`config.mk`:
```
export PLATFORM = sky130hd
export DESIGN_NAME = keccak_sponge_ctrl
export DESIGN_NICKNAME = d
export VERILOG_FILES = /design/src/rtl/keccak_pkg.sv /design/src/rtl/keccak_round_cnt.sv /design/src/rtl/keccak_sponge_ctrl.sv
export SDC_FILE = /design/constraint.sdc
export NUM_CORES = 1
export LEC_CHECK = 0
export BUFFER_PORTS_ARGS = -buffer_cell sky130_fd_sc_hd__buf_2
export CAP_MARGIN = 20
export CELL_PAD_IN_SITES_DETAIL_PLACEMENT = 2
export CELL_PAD_IN_SITES_GLOBAL_PLACEMENT = 2
export CORE_MARGIN = 2
export CORE_UTILIZATION = 23
export CTS_CLUSTER_DIAMETER = 40
export DETAILED_ROUTE_END_ITERATION = 6
export PLACE_DENSITY_LB_ADDON = 0.1
export SYNTH_ARGS = -nofsm -noshare
export SYNTH_HDL_FRONTEND = slang
export SYNTH_SLANG_ARGS = --single-unit
```
`constraint.sdc`:
```
create_clock -name clk -period 2.5 [get_ports clk]
set_input_delay 0.625 -clock clk [delete_from_list [all_inputs] [get_ports clk]]
set_output_delay 0.625 -clock clk [all_outputs]
set_load 0.01 [all_outputs]
```
`src/rtl/keccak_pkg.sv`:
```
// Shared definitions for the SHA-3 absorb/permute sequencing path:
// state encoding and Keccak geometry constants.
package keccak_pkg;

    localparam int KECCAK_NROUNDS = 24;
    localparam int KECCAK_NCHUNKS = 8;
    localparam int KECCAK_RND_W   = 5;
    localparam int CHUNK_W        = 200;
    localparam int LANE_W         = 64;

    typedef enum logic [1:0] {
        IDLE,
        LOAD,
        PERMUTE,
        DONE
    } ksc_state_t;

endpackage

```
`src/rtl/keccak_round_cnt.sv`:
```
// Keccak round counter: steps while start is high, returns to zero on clear,
// and flags the final round so the owner can stop the permutation.
module keccak_round_cnt
    import keccak_pkg::*;
#(
    parameter int NROUNDS = KECCAK_NROUNDS,
    parameter int RND_W   = KECCAK_RND_W
) (
    input  logic             clk,
    input  logic             reset,
    input  logic             start,
    input  logic             clear,
    output logic [RND_W-1:0] round_idx,
    output logic             last
);

    localparam logic [RND_W-1:0] LAST_ROUND = RND_W'(NROUNDS - 1);

    // Clear takes priority so the counter never runs past the last round.
    always_ff @(posedge clk) begin
        if (reset || clear) begin
            round_idx <= '0;
        end else if (start) begin
            round_idx <= round_idx + RND_W'(1);
        end
    end

    assign last = (round_idx == LAST_ROUND);

endmodule

```
`src/rtl/keccak_sponge_ctrl.sv`:
```
// Absorb/permute sequencer: loads eight ordered chunks, runs the round schedule,
// then hands the result downstream. Optional macro KSC_PERF_CNT_EN adds perm_count.
module keccak_sponge_ctrl
    import keccak_pkg::*;
#(
    parameter int NROUNDS = KECCAK_NROUNDS,
    parameter int NCHUNKS = KECCAK_NCHUNKS,
    parameter int RND_W   = KECCAK_RND_W
) (
    input  logic             clk,
    input  logic             reset,
    input  logic             pushin,
    input  logic [2:0]       dix,
    output logic             stopin,
    output logic             load_we,
    output logic [2:0]       load_dix,
    output logic             round_en,
    output logic [RND_W-1:0] round_idx,
    output logic             pushout,
    input  logic             stopout,
    output logic             err_seq,
    output logic [31:0]      perm_count
);

    localparam logic [2:0] LAST_DIX = 3'(NCHUNKS - 1);

    ksc_state_t state, state_next;
    logic [2:0] exp_cnt, exp_cnt_next;
    logic       accept;
    logic       err_next;
    logic       transfer;
    logic       round_last;

    always_ff @(posedge clk) begin
        if (reset) begin
            state   <= IDLE;
            exp_cnt <= '0;
            err_seq <= 1'b0;
        end else begin
            state   <= state_next;
            exp_cnt <= exp_cnt_next;
            err_seq <= err_next;
        end
    end

    // stopin depends only on the registered state, so upstream sees no input-to-output path.
    always_comb begin
        state_next   = state;
        exp_cnt_next = exp_cnt;
        stopin       = (state == PERMUTE) || (state == DONE);
        accept       = pushin && !stopin && (dix == exp_cnt);
        load_we      = accept;
        load_dix     = accept ? dix : 3'd0;
        err_next     = pushin && !accept;
        round_en     = (state == PERMUTE);
        pushout      = (state == DONE);
        transfer     = pushout && !stopout;

        case (state)
            IDLE, LOAD: begin
                if (accept) begin
                    if (dix == LAST_DIX) begin
                        exp_cnt_next = 3'd0;
                        state_next   = PERMUTE;
                    end else begin
                        exp_cnt_next = exp_cnt + 3'd1;
                        state_next   = LOAD;
                    end
                end
            end
            PERMUTE: begin
                if (round_last) state_next = DONE;
            end
            DONE: begin
                if (transfer) state_next = IDLE;
            end
            default: state_next = IDLE;
        endcase
    end

    keccak_round_cnt #(
        .NROUNDS (NROUNDS),
        .RND_W   (RND_W)
    ) u_round_cnt (
        .clk       (clk),
        .reset     (reset),
        .start     (round_en && !round_last),
        .clear     (round_en && round_last),
        .round_idx (round_idx),
        .last      (round_last)
    );

`ifdef KSC_PERF_CNT_EN
    logic [31:0] perm_count_r;

    // Counts handed-off results; wraps naturally at 32 bits.
    always_ff @(posedge clk) begin
        if (reset) begin
            perm_count_r <= '0;
        end else if (transfer) begin
            perm_count_r <= perm_count_r + 32'd1;
        end
    end

    assign perm_count = perm_count_r;
`else
    assign perm_count = 32'd0;
`endif

endmodule

```
======== Word level (Yosys, flattened, before mapping) ========
Cells that the tools add are included.
storage, ports and cells
  flip-flop bits (word level) ............. 11
  bits of input ports ..................... 7
  output and inout bits ................... 45
cells by class
  add/sub/neg operators ................... 2
  equal/unequal tests ..................... 9
  mux-type cells .......................... 7
  reductions and logical operators ........ 16
operator list
  cell                 number
  $mux 2               4
  $logic_and 1x1->1    6
  $mux 3               2
  $pmux 2 s3           1
  $add 5x1->5 const B  1
  $eq 5x5->1 const B   1
  $eq 2x2->1 const B   2
  $logic_not 1->1      4
  $ne 2x1->1 const B   2
  $add 3x1->3 const B  1
  $eq 3x3->1           1
  $eq 3x3->1 const B   1
  $reduce_and 3->1     1
  $eq 2x1->1 const B   1
  $logic_not 2->1      1
  $logic_or 1x1->1     2
  $ne 2x2->1 const B   1
  $reduce_and 2->1     1
  $reduce_or 2->1      1

======== Depth between registers and ports, before layout ========
Gate-level depths: netlist (run 1).
  depth after elaboration ................. 7
  depth in mapped cells ................... 5
  mapped depth without buffers ............ 5

======== Hierarchy ========
A second synthesis (run 1) with hierarchy kept.
unflattened totals
  cells, all modules ...................... 97
  area, all modules ....................... 840.8 um^2
by module, submodules not included
  module              instances  cells an instance  area each (um^2)  sequential area each (um^2)
  keccak_sponge_ctrl  1          73                 591.8             120.1
  keccak_round_cnt    1          24                 249.0             100.1

======== Worst setup path before layout (run 1) ========
No wires, ideal clock.
  path type ............................... input -> output
  start point ............................. input dix[2]
  end point ............................... output load_dix[0]
  data arrival time ....................... 1415 ps
  path slack .............................. 460 ps
  stages on the path ...................... 4
  cells stage by stage .................... xor2_1 > nor4_2 > buf_4 > and2_2
on the way
  word-level cells in the longest chain between the ends .. 3
RTL lines
  what               RTL line                  source
  from (decl)        keccak_sponge_ctrl.sv:13  input logic [2:0] dix,
  $eq 3x3->1         keccak_sponge_ctrl.sv:51  accept = pushin && !stopin && (dix == exp_cnt);
  $logic_and 1x1->1  keccak_sponge_ctrl.sv:51
  net load_we        keccak_sponge_ctrl.sv:15  output logic load_we,
  $mux 3             keccak_sponge_ctrl.sv:53  load_dix = accept ? dix : 3'd0;
  to (decl)          keccak_sponge_ctrl.sv:16  output logic [2:0] load_dix,
The timed path passes the listed nets, and every way through them passes these cells.

======== Worst setup path in the final report (run 1) ========
  start point ............................. input dix[2]
  end point ............................... output load_dix[0]
on the way
  word-level cells in the longest chain between the ends .. 3
RTL lines
  what               RTL line
  $eq 3x3->1         keccak_sponge_ctrl.sv:51
  $logic_and 1x1->1  keccak_sponge_ctrl.sv:51
  $mux 3             keccak_sponge_ctrl.sv:53
Every way passes these cells.

==> results of run 1 <==
[registers in the layout (all words and copies together), names as in the netlist]
| signal | cells |
|---|---|
| err_seq | 1 |
| exp_cnt | 3 |
| state | 2 |
| u_round_cnt.round_idx | 5 |
[path summary, 6_finish.rpt]
kind / to / slack, ns
worst max-delay path: load_dix[0] / 0.22
worst min-delay path: u_round_cnt.round_idx[3] / 0.51
worst max register to register: state[0] / 0.93
worst min register to register: u_round_cnt.round_idx[3] / 0.51
[cells in the final DEF, fill, tap and decap left out, types with 2 or more instances in the layout]
master    synthesis  routed
conb_1            1      32
buf_2             0      19
dfxtp_1          11      11
nor2_1            8       8
xor2_1            4       4
nand2_1           3       3
nand2b_1          3       3
and2_2            3       3
nand3_1           3       3
mux2i_1           3       3
clkbuf_4          0       3
o21a_1            2       2
nor3_1            2       2
ha_1              2       2
[routing by layer]
metal / part of all wire (%) / vias to the layer above / track usage, %
met2: 49 / 28 / 14.2
met5: 0 / - / 0
met4: 0.46 / 0 / 0.815
met3: 8.5 / 2 / 4.29
met1: 42 / 283 / 10.7
li1: - / 288 / -
[timing repair]
item,CTS,global route
resized for setup,0,1
setup buffers,0,0
endpoints found under the setup margin,0,1
[power breakdown]
group / leakage (nW) / total (W) / internal [W] / switching (W)
Clock: 0.0150 / 0.000128 / 0.0000618 / 0.0000659
Combinational: 0.368 / 0.0000525 / 0.0000131 / 0.0000394
Sequential: 0.0890 / 0.000180 / 0.000178 / 0.00000188
Total: 0.472 / 0.000360 / 0.000253 / 0.000107
[kinds of logic after synthesis]
family	count (synthesis)	share of synthesized area [%]
xor gates and xnor gates	4	4.31
muxes	3	3.70
buffers and inverters	37	32.4
and+or+nand+nor	31	23.4
adders and majority gates	2	3.08
DFF	11	27.1
other	1	0.462
AOI/OAI and AO/OA	6	5.55
[area by class of cell]
type,instances,area [µm²],share of cell area (%)
multi-input combinational,78,454,52.3
sequential,11,220,25.4
clock buffer,4,26.3,3.03
timing repair buffer,20,103,11.8
tap,46,57.6,6.63
inverter,2,7.51,0.865
[per-stage QoR]
step	total power (W)	utilization, %	setup slack, ns
finish	0.000360	25.8	0.216
global route	0.000382	25.8	0.128
CTS	0.000369	25.6	0.114
detailed placement	0.000233	24.8	0.119
global placement	0.000233	24.8	0.194
floorplan	0.000257	-	0.460
[worst reg2reg max path: stages, from the launching register on]
cell and delay, ns:
dfxtp_1 0.34, xor2_1 0.19, nor4_4 0.40, buf_4 0.22
and4_2 0.26, nor4b_2 0.05
==> results.toml, run 1 <==
[placed_design]
routabilityCongestion = 0.684
buffer_ports.inserted = 19
place_hpwl_um = 1410
post_place_instance_area_um2 = 833
placedCellCount = 157

[yosys]
post_synthesis_cell_type_count = 30
post-synth-top-area-cell = "buf_4"
postSynth.asyncResetShare_pct = 0
synth-edff-count = 0
synth_top_cells_by_area = "buf_4, dfxtp_1, xor2_1, mux2i_1, nor2_1"
synth.yosys.seq_area_share_pct = 27.1
synth.cell_area_um2 = 812
synth_flop_cell = "dfxtp_1"
cell_types_with_the_highest_counts_after_synthesis = "buf_4, dfxtp_1, nor2_1, xor2_1"
avgSynthCellArea_um2 = 8.55
synthesis.instances = 95
yosys_warnings = 0
synth-seq-cells = 11
yosysTopAreaCellShare_pct = 30.5
synth.most_common_cell = "buf_4"

[power]
power_density_mw_per_mm2 = 414
power.ir.vdd_worst_uv = 170
total_leakage_power_nw = 0.472

[clock_tree]
cts_tree = "done"
htree_levels = 1
clk_pin_slew_worst_paths_ns = 0.07
clkSinkCount = 11
ctsRootBufferMaster = "clkbuf_4"
cts-hold-fix-buffers = 0
tritoncts.num_buffers = 3
cts_max_path_buffers = 2
worst_skew_pair.late_latency_ns = 0.27

[floorplanning]
initial_utilization_pct = 24.1
io-pin-count = 52
chipHeight_um = 63.4
die_area_mm2 = 0.00402
rows = 21
die_width_um = 63.4
core_region_area_mm2 = 0.00336

[sta]
post-route-period-util_pct = 91.3
timing.final.hold_violations = 0
sum_of_negative_setup_slack_ns = 0
slew_violations = 0
timing.final.setup_violations = 0
post-route-min-period_ns = 2.28
max_freq_mhz = 438
timing.clock.skew_ns = 0.00352
rsz0062_at_grt = "false"
final.hold.worst_slack_ns = 0.513

[run]
cap_viol_max_count = 0

[detailed_routing]
drt_drc_violations_left = 0
route.antenna.remaining_nets = 0
drt-wirelength-per-cell_um = 10.8
viasPerCell = 3.73
drt-initial-drc-count = 14
route.final.wire_length_um = 1730
vias = 601
firstDrtPassIters = 2

[grt]
grt_pass1_vias = 546
number_of_antenna_violations_at_the_first_check_in_global_routing = 0
grt_pass1_wl_um = 2730
overflow = 0
grtUsageTotal_pct = 8.70
grt_start_max_net_pins = 11

[worst_setup_path]
max_stage_delay_ns = 0.40
critical_path_required_time_ns = 1.88
worst_path_dominant_cell_family = "simple AND/OR/NAND/NOR gates"
critPathCaptureType = "primary output"
worstPathCellList = "buf_2 -> xor2_1 -> nor4_4 -> and2_2 -> buf_2"
most_common_cell_type_on_the_critical_path = "buf_2"
worst-path-stages = 5
timing.critical_path.from = "dix[2]"
worst_path_bufs_invs = 2
worst_path_max_fanout = 6
cp-start-kind = "input pin"
critPathSlowestCell = "nor4_4"
worst-endpoint-arrival_ns = 1.66
critical_path_class = "input pin to primary output"
worst-r2r-cell-count = 5
reg2reg_from = "exp_cnt[2]"

[min_path]
min-delay-start = "u_round_cnt.round_idx[3]"
hold_class = "flip-flop to flip-flop"
hold_path_depth = 2

[final_layout]
num-nets-final = 125
syn_to_final_growth_pct = 6.93
stdcell_count = 161
layout.cell_area.non_filler_um2 = 868
antenna-diode-count = 0
drive_above_1_share_pct = 26.1
final.fill_count = 430

[run_status]
result_of_the_run = "completed"
Power figures use the tool's default switching activity.
==> run 2: changes to the inputs <==
Settings changed: ABC_AREA from default to 1.
==> run 2 against run 1 <==
Against the previous run: clock power grew 41%; synthesized cell count grew 27%; clock skew grew 0.0018 ns; critical endpoint unchanged; largest cell class unchanged.
==> results.toml, run 2 <==
[clock_tree]
cts_post_setup_buffers_inserted = 0
cts_max_path_buffers = 2
post_cts_resized = 0
ctsRootBufferMaster = "clkbuf_8"
htree_levels = 1
clkSinkCount = 11
worst_skew_pair.late_latency_ns = 0.24
clk_pin_slew_worst_paths_ns = 0.06
tritoncts.num_buffers = 3
cts-hold-fix-buffers = 0
cts_tree = "done"

[worst_setup_path]
cp-start-kind = "input pin"
critPathCaptureType = "primary output"
worst_path_max_fanout = 7
worst-endpoint-arrival_ns = 1.45
critical_path_required_time_ns = 1.88
critical_path_class = "input pin to primary output"

[grt]
number_of_antenna_violations_at_the_first_check_in_global_routing = 0
overflow = 0
grt_start_max_net_pins = 9
grt.met3_usage_pct = 3.58
grtUsageMet2_pct = 15.9
grtUsageTotal_pct = 9.29
grt_pass1_vias = 651
grt_pass1_wl_um = 3030
grt_most_used_layer = "met2"
gr-usage-met1_pct = 10.5

[detailed_routing]
drt-initial-drc-count = 14
drt-wirelength-per-cell_um = 10.1
firstDrtPassIters = 2
route.antenna.remaining_nets = 0
viasPerCell = 3.75
vias = 712
route.final.wire_length_um = 1910
drt_drc_violations_left = 0

[sta]
rsz0062_at_grt = "false"
post-route-period-util_pct = 82.9
sum_of_negative_setup_slack_ns = 0
timing.final.hold_violations = 0
max_freq_mhz = 483
timing.clock.skew_ns = 0.00530
post-route-min-period_ns = 2.07
timing.final.setup_violations = 0
slew_violations = 0

[yosys]
yosys.area_share.xor_xnor_pct = 2.96
synth_flop_cell = "dfxtp_1"
synth_compound_gate_area_share_pct = 10.8
synth_top_family_by_area = "buffers and inverters"
synth-seq-cells = 11
synth.yosys.seq_area_share_pct = 24.8
synth.cell_area_um2 = 888
post_synthesis_cell_type_count = 27
avgSynthCellArea_um2 = 7.34
cell_types_with_the_highest_counts_after_synthesis = "buf_4, nand2_1, dfxtp_1, nor2_1, inv_1"
post-synth-top-area-cell = "buf_4"
synth_simple_gate_area_share_pct = 23.8
synthAdderAreaFrac_pct = 2.82
synth.most_common_cell = "buf_4"
synth_top_cells_by_area = "buf_4, dfxtp_1, nand2_1, nor2_1, inv_1"
synth-edff-count = 0
synth_mux_area_share_pct = 0
yosys_warnings = 0
synthesis.instances = 121
postSynth.asyncResetShare_pct = 0
yosysTopAreaCellShare_pct = 27.0

[power]
power_density_mw_per_mm2 = 434
total_leakage_power_nw = 0.519
power.ir.vdd_worst_uv = 200

[final_layout]
layout.cell_area.non_filler_um2 = 962
layout.cells.most_common = "conb_1"
num-nets-final = 152
antenna-diode-count = 0
area.sequential_um2 = 220
drive_above_1_share_pct = 27.5
commonest_non_fill_non_tap_cells_in_the_layout = "conb_1, buf_2, nand2_1"
finish.utilization_pct = 26.1
multiInputGateArea_um2 = 479
syn_to_final_growth_pct = 8.31
final.fill_count = 478
stdcell_count = 190
largest_register_ff_count = 5
layout_top_registers = "u_round_cnt.round_idx (5), exp_cnt (3), state (2)"
top_register = "u_round_cnt.round_idx"

[placed_design]
buffer_ports.inserted = 19
placedCellCount = 186
post_place_instance_area_um2 = 916
routabilityCongestion = 0.754
place_hpwl_um = 1630

[floorplanning]
chipHeight_um = 66.2
die_width_um = 66.2
initial_utilization_pct = 24.1
die_area_mm2 = 0.00438
core_region_area_mm2 = 0.00369
io-pin-count = 52
rows = 22

[run]
cap_viol_max_count = 0

[run_status]
result_of_the_run = "completed"

[min_path]
hold_class = "flip-flop to flip-flop"
==> run 2: cell types whose count changed after synthesis, sizes merged, moves of 4 or more <==
cell	before	now
and2	4	0
nand3	3	7
nand2	3	21
a21oi	1	7
nor2	8	13
inv	2	13
==> run 2: final cells by class <==
cell class,count,share of cell area [%]
sequential,11,22.9
inverter,15,6.37
clock inverter,1,0.520
multi-input combinational,93,49.8
tap,48,6.24
timing repair buffer,19,9.88
clock buffer,3,4.29
==> run 2: routing by layer <==
| metal | share of wire, % | up-vias |
|---|---|---|
| li1 | - | 349 |
| met3 | 8.8 | 2 |
| met1 | 43 | 328 |
| met4 | 0.84 | 0 |
| met5 | 0 | - |
| met2 | 48 | 33 |
==> run 2: kinds of logic (layout without fill, tap and decap cells) <==
logic type      after synthesis  in the layout
flops                        11             11
compound gates               13             13
simple gates                 43             43
other cells                   1             32
fa+ha+maj                     2              2
buf+inv                      48             38
xor+xnor                      3              3
==> run 2: through the flow <==
step                      power, W  hold slack, ns  setup WS [ns]
after detailed placement  0.000241           0.500          0.412
after global placement    0.000240           0.492          0.440
after floorplan           0.000264           0.468          0.678
final                     0.000418           0.503          0.428
after CTS                 0.000427           0.509          0.408
after global routing      0.000445           0.549          0.331
==> run 2: report_power, final <==
| group | total [W] | internal, W | switching (W) |
|---|---|---|---|
| clock | 0.000180 | 0.000110 | 0.0000701 |
| sequential | 0.000181 | 0.000178 | 0.00000296 |
| combinational | 0.0000567 | 0.0000128 | 0.0000439 |
==> run 2: final timing paths <==
path                            slack, ns  cells past startpoint                  endpoint                startpoint
worst max register to register       1.11                      7  u_round_cnt.round_idx[3]  u_round_cnt.round_idx[0]
worst min register to register       0.50                      2  u_round_cnt.round_idx[1]  u_round_cnt.round_idx[1]
worst max-delay path                 0.43                      8               load_dix[0]                    dix[2]
worst min-delay path                 0.50                      2  u_round_cnt.round_idx[1]  u_round_cnt.round_idx[1]
==> run 2: worst max-delay path, cell delays in order <==
cell,delay [ns]
buf_2,0.11
inv_1,0.05
nand2_1,0.05
nand2_1,0.07
nor2_2,0.14
nand2_4,0.10
nor2_1,0.14
buf_2,0.15
